File: config.mk
export PLATFORM = sky130hd
export DESIGN_NAME = cpu_seq_ctrl
export DESIGN_NICKNAME = d
export VERILOG_FILES = /design/src/rtl/cpu_ctrl_pkg.sv /design/src/rtl/cpu_stall_counter.sv /design/src/rtl/cpu_seq_ctrl.sv
export SDC_FILE = /design/constraint.sdc
export NUM_CORES = 1
export LEC_CHECK = 0
export CAP_MARGIN = 30
export CORE_AREA = 4 4 41 43
export CTS_BUF_LIST = sky130_fd_sc_hd__clkbuf_16
export CTS_CLUSTER_SIZE = 12
export DETAILED_ROUTE_END_ITERATION = 10
export DIE_AREA = 0 0 45 47
export DONT_BUFFER_PORTS = 1
export PLACE_DENSITY = 0.4
export SETUP_SLACK_MARGIN = 0.3
export SLEW_MARGIN = 20
export SYNTH_ARGS = -nofsm -noshare
export SYNTH_HDL_FRONTEND = slang
export SYNTH_SLANG_ARGS = --single-unit
File: constraint.sdc
create_clock -name clk -period 2.48 [get_ports clk]
set_clock_uncertainty 0.15 [all_clocks]
set_input_delay 0.372 -clock clk [delete_from_list [all_inputs] [get_ports clk]]
set_output_delay 0.372 -clock clk [all_outputs]
set_load 0.005 [all_outputs]
File: src/rtl/cpu_ctrl_pkg.sv
// Shared definitions for the multi-cycle sequencer of the MIPS core.
//   state_t           : sequencer states (IDLE, FETCH, EXEC, MEM, HALT)
//   ADDR_PC/ADDR_ALU  : encodings of the bus address select
//   DEFAULT_HALT_ADDR : fetch address that stops execution unless overridden
package cpu_ctrl_pkg;

  typedef enum logic [2:0] {
    ST_IDLE  = 3'd0,
    ST_FETCH = 3'd1,
    ST_EXEC  = 3'd2,
    ST_MEM   = 3'd3,
    ST_HALT  = 3'd4
  } state_t;

  localparam logic ADDR_PC  = 1'b0;
  localparam logic ADDR_ALU = 1'b1;

  localparam logic [31:0] DEFAULT_HALT_ADDR = 32'h0000_0000;

endpackage

File: src/rtl/cpu_stall_counter.sv
// Saturating counter of bus stall cycles.
// Ports:
//   clk   in  clock, posedge
//   reset in  synchronous active-high clear
//   inc   in  count this cycle
//   count out current count, sticks at all-ones
module cpu_stall_counter #(
  parameter int W = 32
) (
  input  logic         clk,
  input  logic         reset,
  input  logic         inc,
  output logic [W-1:0] count
);

  always_ff @(posedge clk) begin
    if (reset) begin
      count <= '0;
    end else if (inc && (count != {W{1'b1}})) begin
      count <= count + 1'b1;
    end
  end

endmodule

File: src/rtl/cpu_seq_ctrl.sv
// Multi-cycle sequencer for the MIPS core. Orders fetch, execute and memory
// phases on the shared Avalon-style port, drives PC write-enable and branch
// strobe, and reports halt (fetch from HALT_ADDR) on 'active'.
// Optional feature macro: CPU_STALL_CNT_EN adds the stall_cycles port and a
// saturating count of cycles spent with a request held off by waitrequest.
// Ports:
//   clk, reset                  clock and synchronous active-high reset
//   pc_val                      current PC
//   waitrequest                 memory not ready, hold the request
//   instr_is_load/store/branch  decoded instruction class
//   instr_wb                    non-memory instruction writes a register
//   mem_read, mem_write         bus requests
//   addr_sel                    ADDR_PC or ADDR_ALU drives the bus address
//   ir_wen, pc_wen, reg_wen     single-cycle write-enables
//   b_instr                     branch strobe, only together with pc_wen
//   active                      high while executing
//   stall_cycles                stall count (CPU_STALL_CNT_EN only)
module cpu_seq_ctrl
  import cpu_ctrl_pkg::*;
#(
  parameter logic [31:0] HALT_ADDR = DEFAULT_HALT_ADDR
`ifdef CPU_STALL_CNT_EN
  , parameter int STALL_CNT_W = 32
`endif
) (
  input  logic        clk,
  input  logic        reset,
  input  logic [31:0] pc_val,
  input  logic        waitrequest,
  input  logic        instr_is_load,
  input  logic        instr_is_store,
  input  logic        instr_is_branch,
  input  logic        instr_wb,
  output logic        mem_read,
  output logic        mem_write,
  output logic        addr_sel,
  output logic        ir_wen,
  output logic        pc_wen,
  output logic        b_instr,
  output logic        reg_wen,
  output logic        active
`ifdef CPU_STALL_CNT_EN
  , output logic [STALL_CNT_W-1:0] stall_cycles
`endif
);

  state_t state, next_state;

  always_ff @(posedge clk) begin
    if (reset) begin
      state <= ST_IDLE;
    end else begin
      state <= next_state;
    end
  end

  // Outputs are decoded from the state and then forced to zero while reset
  // is high, so an in-flight request drops in the very cycle reset arrives.
  always_comb begin
    next_state = state;
    mem_read   = 1'b0;
    mem_write  = 1'b0;
    addr_sel   = ADDR_PC;
    ir_wen     = 1'b0;
    pc_wen     = 1'b0;
    b_instr    = 1'b0;
    reg_wen    = 1'b0;
    active     = 1'b0;

    case (state)
      ST_IDLE: begin
        next_state = ST_FETCH;
      end
      ST_FETCH: begin
        active = 1'b1;
        if (pc_val == HALT_ADDR) begin
          next_state = ST_HALT;
        end else begin
          mem_read = 1'b1;
          addr_sel = ADDR_PC;
          if (!waitrequest) begin
            ir_wen     = 1'b1;
            next_state = ST_EXEC;
          end
        end
      end
      ST_EXEC: begin
        active = 1'b1;
        if (instr_is_load || instr_is_store) begin
          next_state = ST_MEM;
        end else begin
          pc_wen     = 1'b1;
          b_instr    = instr_is_branch;
          reg_wen    = instr_wb;
          next_state = ST_FETCH;
        end
      end
      ST_MEM: begin
        active   = 1'b1;
        addr_sel = ADDR_ALU;
        // A load wins when both class bits are set, keeping read and write exclusive.
        mem_read  = instr_is_load;
        mem_write = instr_is_store && !instr_is_load;
        if (!waitrequest) begin
          pc_wen     = 1'b1;
          reg_wen    = instr_is_load;
          next_state = ST_FETCH;
        end
      end
      ST_HALT: begin
        next_state = ST_HALT;
      end
      default: begin
        next_state = ST_IDLE;
      end
    endcase

    if (reset) begin
      next_state = ST_IDLE;
      mem_read   = 1'b0;
      mem_write  = 1'b0;
      addr_sel   = ADDR_PC;
      ir_wen     = 1'b0;
      pc_wen     = 1'b0;
      b_instr    = 1'b0;
      reg_wen    = 1'b0;
      active     = 1'b0;
    end
  end

`ifdef CPU_STALL_CNT_EN
  logic stall_inc;

  // Outputs are already zero in reset, so the increment is naturally gated.
  assign stall_inc = active && (mem_read || mem_write) && waitrequest;

  cpu_stall_counter #(
    .W(STALL_CNT_W)
  ) u_stall_counter (
    .clk   (clk),
    .reset (reset),
    .inc   (stall_inc),
    .count (stall_cycles)
  );
`endif

endmodule
Yosys cells after proc, flatten, opt, wreduce, memory -nomap -nowiden
Index checks and enable logic that the tools add are counted.
Widths: inputs -> output; s select.
{"block": "totals", "inputBits": 39, "elab_cells": 42, "reg_bits": 3, "out_inout_bits": 8}
{"block": "op_classes", "eq_ne": 6, "reduce_logical": 7, "mux": 28}
{"operator": "$logic_not 32->1", "count": 1}
{"operator": "$mux 1", "count": 20}
{"operator": "$pmux 3 s5", "count": 1}
{"operator": "$mux 3", "count": 3}
{"operator": "$eq 3x2->1 const B", "count": 2}
{"operator": "$pmux 1 s2", "count": 3}
{"operator": "$eq 3x1->1 const B", "count": 1}
{"operator": "$eq 3x3->1 const B", "count": 1}
{"operator": "$logic_not 3->1", "count": 1}
{"operator": "$ne 3x3->1 const B", "count": 1}
{"operator": "$reduce_or 3->1", "count": 1}
{"operator": "$mux 2", "count": 1}
{"operator": "$ne 2x2->1 const B", "count": 1}
{"operator": "$reduce_and 2->1", "count": 1}
{"operator": "$logic_and 1x1->1", "count": 1}
{"operator": "$logic_not 1->1", "count": 1}
{"operator": "$logic_or 1x1->1", "count": 1}

Depth between registers and ports, before layout
Gate-level depths: netlist of run 1.
{"block": "depth", "word_depth": 4, "depth_mapped": 5, "ltp_nobuf": 4}

Worst setup path after synthesis of run 1
No wires, ideal clock.
{"block": "synth_path", "path_kind": "input to output", "startpoint": "input port reset", "endpoint": "output port b_instr", "t_arrival_ps": 1055, "n_path_buf": 0, "required_time_ps": 1958, "stages": 3, "path_slack_ps": 903, "cell_sequence": "nor2_1 nand2_1 and4bb_2"}
{"block": "synth_via", "elab_chain_cells": 1}
{"item": "from (decl)", "line_no": "cpu_seq_ctrl.sv:27", "text": "input logic reset,"}
{"item": "$mux 1", "line_no": "cpu_seq_ctrl.sv:118", "text": "if (reset) begin"}
{"item": "to (decl)", "line_no": "cpu_seq_ctrl.sv:39", "text": "output logic b_instr,"}
No other way between the ends.

Final worst setup path of run 1
{"block": "layout_path", "startpoint": "register state[2]", "endpoint": "output port b_instr"}
{"block": "layout_via", "elab_chain_cells": 3}
{"item": "from (decl)", "line_no": "cpu_seq_ctrl.sv:47", "text": "state_t state, next_state;"}
{"item": "from (signal assigned)", "line_no": "cpu_seq_ctrl.sv:53", "text": "state <= next_state;"}
{"item": "$eq 3x2->1", "line_no": "cpu_seq_ctrl.sv:70", "text": "case (state)"}
{"item": "$mux 1", "line_no": "cpu_seq_ctrl.sv:70"}
{"item": "$mux 1", "line_no": "cpu_seq_ctrl.sv:118"}
No other way between the ends.

==> reports/results.txt, run 1 <==
Outcome: finished clean
Number of hold buffers added after cts: 0
Initial antenna violation count: 0
RSZ-0062 raised after global routing: no
Hold path depth: 1
WP data required: 1.96 ns
Reg2Reg Depth: 3
WP buf/inv: 0
Sequential area share after synthesis: 20.0%
Post-Syn Area: 300 um^2
Setup CP Type: reg2out
Final worst path period need: 1.84 ns
Core area: 1300 um^2
Port Buffers: 0
Die Y: 47 um
Largest regs: state (3)
CP delay by family, top: simple AND/OR/NAND/NOR gates
Crit-path max FO: 8
Number of gates resized after CTS: 0
Final HPWL DP: 896 um
Detailed Routing Iterations Pass 1: 2
Vias in the first global route: 428
CTS buffer count: 3
Final Max Tran Viols: 0
Post-DRT Antenna Nets: 0
Origin of the critical flop-to-flop path: state[0]$_SDFFE_PP0P_
Max_cap viols: 0
Total track usage: 10.3%
Io pins: 47
Routed wire length: 1020 um
RR Endpoint: state[1]$_SDFFE_PP0P_
# fillers: 145
Final nets: 85
Mapped Avg Cell Area: 7.15 um^2
Hold EP: state[1]$_SDFFE_PP0P_
Hold path start: waitrequest
Initial core utilization: 23.1%
H-tree depth: 1
Critical path launch point type: register
Largest Register: state
Flop2flop setup slack: 1.24 ns
Cell variety after synth: 24
DRT iter0 DRCs: 4
Worst slew pin tran: 0.407 ns
Die W: 45 um
Area grow syn2layout: 30.8%
Global-route wire length before repair: 1550 um
Setup Buffers After CTS: 0
Reg area: 60.1 um^2
Via/cell ratio: 6.08
Ant diodes: 0
Multi-input gate area: 231 um^2
Final GP Congestion: 0.602
Synth Instances: 42
Period utilization: 74.3%
Clk_lat worst skew: 0.22 ns
Worst vdd ir: 359 uV
P per Cell Area: 828 nW/um^2
Vias: 365
YS warnings: 0
Fmax: 543 MHz
Number of flip-flops in the largest register: 3
Clock root cell: clkbuf_16
Most frequent cells in the layout: nor4_1 (7), nor2_1 (5), nor3_1 (3), clkbuf_16 (3), dfxtp_1 (3)
Final Setup Violations: 0
Row Count: 13
DIE AREA: 2120 um^2
P_leak: 0.130 nW
Largest net degree at the start of global routing: 11
CP arrival: 1.32 ns
Most common cell after layout, fill and taps aside: nor4_1
GRT overflow: 0
Avg WL per Cell: 16.9 um
Post-Syn Nets: 81
Setup_tns: 0 ns
Seq cells post-synth: 3
CTS clk-pin slew, worst paths: 0.03 ns
Hold Fails Final Rpt: 0
CP endpoint kind: output port
CTS tree: yes
Post-route DRC violation count: 0
Critical path's largest stage delay: 0.34 ns
Worst hold slack: 0.0985 ns
Slew margin rel.: 72.8%
Clk buf depth: 2
Slowest stage cell, crit path: nor2_1
HP Class: in2reg
Clk sinks: 3
CP Cell Sequence: nor2_1 -> nand2_1 -> and4bb_2
Layout cells sized above 1: 13.3%
==> worst reg2reg max path, cell delays in order, from the launching register on <==
cell	delay, ns
dfxtp_1	0.47
nor2b_1	0.25
nand2_1	0.09
o31ai_1	0.19
==> metrics by stage <==
step / utilization [%] / power [W] / cell area (um^2) / std cells / setup slack (ns)
finish: 30.2 / 0.000325 / 393 / 60 / 0.637
global route: 30.2 / 0.000340 / 393 / 60 / 0.462
CTS: 30.2 / 0.000331 / 393 / 60 / 0.631
detailed placement: 24.1 / 0.0000757 / 314 / 56 / 0.810
global placement: 24.1 / 0.0000755 / 314 / 56 / 0.810
floorplan: - / 0.0000729 / 300 / 42 / 0.903
==> cells in the mapped netlist <==
library cell,count,area share [%]
a31o_1,1,2.9
nand3_1,2,3.3
a21oi_1,1,1.7
o21ai_0,1,1.7
buf_2,1,1.7
nor3_1,3,5.0
nand2_1,2,2.5
nor4_2,1,4.2
inv_1,1,1.2
nor2_1,5,6.3
nor4b_1,2,5.8
a21boi_0,1,2.5
o21a_1,1,2.5
dfxtp_1,3,20
and3b_1,1,2.9
and3_1,1,2.1
and4bb_2,1,4.2
nand2b_1,1,2.1
nand4_1,2,4.2
nor2_2,1,2.1
nor2b_1,1,2.1
o31ai_1,1,2.5
a31oi_1,1,2.1
nor4_1,7,15
==> worst max path at each step <==
stage	slack, ns	end	cells after the start	from
floorplan	0.90	b_instr	3	reset
global route	0.46	b_instr	3	state[2]$_SDFFE_PP0P_
detailed placement	0.81	b_instr	3	reset
CTS	0.63	b_instr	3	state[2]$_SDFFE_PP0P_
finish	0.64	b_instr	3	state[2]$_SDFFE_PP0P_
global placement	0.81	b_instr	3	reset
==> final cells by class <==
type                       instances  area share, %
sequential                         3           15.3
inverter                           1          0.955
multi-input combinational         37           58.9
clock buffer                       3           19.1
tap                               15           4.78
clock inverter                     1          0.955
==> power by group <==
part           total [W]  switching, W  internal, W
logic          0.0000187    0.00000959   0.00000911
registers      0.0000562    0.00000510    0.0000511
clock network   0.000250     0.0000427     0.000208
==> per-layer routing <==
layer / vias to the layer above / global-route usage [%] / share of wire, %
li1: 173 / - / -
met1: 151 / 9.05 / 31
met2: 39 / 17.2 / 48
met3: 2 / 5.36 / 19
met4: 0 / 8.77 / 2.1
met5: - / 0 / 0
==> kinds of logic after synthesis <==
kind of cell           count (synthesis)  synth area share [%]
AOI/OAI and AO/OA                      7                  15.8
and+or+nand+nor                       30                  61.3
buffers and inverters                  2                  2.91
DFF                                    3                  20.0
No activity file was read; power rests on OpenSTA's default activity.
==> inputs of run 2 (changes only) <==
==> constraint.sdc (replaced) <==
create_clock -name clk -period 1.75 [get_ports clk]
set_clock_uncertainty 0.15 [all_clocks]
set_input_delay 0.2625 -clock clk [delete_from_list [all_inputs] [get_ports clk]]
set_output_delay 0.2625 -clock clk [all_outputs]
set_load 0.005 [all_outputs]
==> reports/results.txt, run 2 (same netlist as run 1, synthesis figures left out) <==
Reg area: 66.3 um^2
Uppermost routed layer: met4
# fillers: 137
Hold EP: state[0]$_SDFFE_PP0P_
Die W: 45 um
Final Setup Violations: 0
Global-route wire length before repair: 1700 um
Hold path depth: 2
GRT overflow: 0
Metal3 WL: 163 um
Largest regs: state (3)
P_leak: 0.157 nW
Dpl cells: 56
Row Count: 13
Vias in the first global route: 467
Avg WL per Cell: 17.3 um
Critical path launch point type: register
Final WS setup: 0.302 ns
Fmax: 691 MHz
Final nets: 89
Clock root cell: clkbuf_16
Switching power: 0.0000928 W
Layout cells sized above 1: 42.9%
Placed instance area: 314 um^2
Crit-path max FO: 4
Hold path start: waitrequest
Clk_lat worst skew: 0.23 ns
CTS clk-pin slew, worst paths: 0.03 ns
Area grow syn2layout: 59.2%
Largest net degree at the start of global routing: 9
Via/cell ratio: 6.08
CTS buffer count: 3
RR Endpoint: state[1]$_SDFFE_PP0P_
HP Class: in2reg
Setup_tns: 0 ns
Final worst path period need: 1.45 ns
Post-DRT Antenna Nets: 0
P_int: 0.000390 W
Worst hold slack: 0.0647 ns
Initial core utilization: 23.1%
WP data required: 1.34 ns
Setup CP Type: reg2out
Number of flip-flops in the largest register: 3
Clock power frac: 75.3%
Core area: 1300 um^2
Die Y: 47 um
P per Cell Area: 1010 nW/um^2
Worst slew pin tran: 0.255 ns
Combinational fraction of design power: 8.0%
Most frequent cells in the layout: nor4_1 (5), nor2_1 (4), nor4_2 (3), clkbuf_16 (3), buf_4 (3)
Final HPWL DP: 895 um
Post-route DRC violation count: 0
Io pins: 47
Switching share of total power: 19.2%
Period utilization: 82.7%
CP endpoint kind: output port
Routed wire length: 1110 um
Port Buffers: 0
DRT iter0 DRCs: 2
Max_cap viols: 0
Worst vdd ir: 514 uV
Metal1 wirelength: 351 um
RSZ-0062 raised after global routing: yes
Clk buf depth: 2
Hold Fails Final Rpt: 0
H-tree depth: 1
CP arrival: 1.04 ns
Reg2Reg Depth: 4
DIE AREA: 2120 um^2
Design Area, Final: 478 um^2
Ant diodes: 0
Detailed Routing Iterations Pass 1: 2
Wire length on met2: 559 um
Outcome: finished clean
Final GP Congestion: 0.607
Vias: 389
Dpl ws: 0.235 ns
Sequential share of power: 16.7%
Origin of the critical flop-to-flop path: state[2]$_SDFFE_PP0P_
Final Max Tran Viols: 0
Initial antenna violation count: 0
Most common cell after layout, fill and taps aside: nor4_1
CTS tree: yes
Slew margin rel.: 82.8%
Non-filler cells, final: 64
Total track usage: 11.2%
Clk sinks: 3
Multi-input gate area: 278 um^2
Flop2flop setup slack: 0.64 ns
Largest Register: state
[run 2: metal layers]
| metal | vias up | global-route usage [%] |
|---|---|---|
| li1 | 183 | - |
| met5 | - | 0 |
| met2 | 39 | 21.2 |
| met4 | 0 | 10.5 |
| met3 | 2 | 1.92 |
| met1 | 165 | 9.95 |
[run 2: power by group through the flow]
stage / Clock [W] / Sequential, W / Combinational [W]
floorplan: 0 / 0.0000759 / 0.0000274
global placement: 0 / 0.0000804 / 0.0000266
detailed placement: 0 / 0.0000806 / 0.0000270
CTS: 0.000367 / 0.0000798 / 0.0000367
global route: 0.000375 / 0.0000814 / 0.0000435
finish: 0.000363 / 0.0000804 / 0.0000386
[run 2: stage by stage]
stage / total power, W / utilization, %
floorplan: 0.000103 / -
global placement: 0.000107 / 24.1
detailed placement: 0.000108 / 24.1
CTS: 0.000483 / 34.7
global route: 0.000500 / 36.7
finish: 0.000482 / 36.7
[run 2: area by class of cell]
cell class | instances | share of cell area, %
well taps | 15 | 3.93
inverters | 1 | 0.785
clock buffers | 3 | 15.7
flip-flops and latches | 3 | 13.9
clock inverters | 1 | 0.785
multi-input cells | 37 | 58.1
repair buffers | 4 | 6.81
[run 2: worst max path at each step]
stage	startpoint	cells after the start	slack (ns)	to
3_5_place_dp	state[2]$_SDFFE_PP0P_	3	0.24	b_instr
4_1_cts	state[0]$_SDFFE_PP0P_	3	0.28	reg_wen
5_1_grt	state[2]$_SDFFE_PP0P_	4	0.21	ir_wen
2_1_floorplan	state[2]$_SDFFE_PP0P_	3	0.35	b_instr
6_report	state[2]$_SDFFE_PP0P_	3	0.30	b_instr
3_3_place_gp	state[2]$_SDFFE_PP0P_	3	0.27	b_instr
[run 2: worst max-delay path, cell delays in order (launching register included)]
cell	delay, ns
dfxtp_2	0.32
nor2_4	0.12
nand2_2	0.08
and4bb_2	0.30
[run 2: what timing repair did]
item / CTS / global route
setup buffers: 3 / 0
endpoints found under the hold margin: 1 / 0
pin swaps: 4 / 4
gates resized for setup: 8 / 6
hold buffers: 1 / 0
endpoints found under the setup margin: 8 / 6
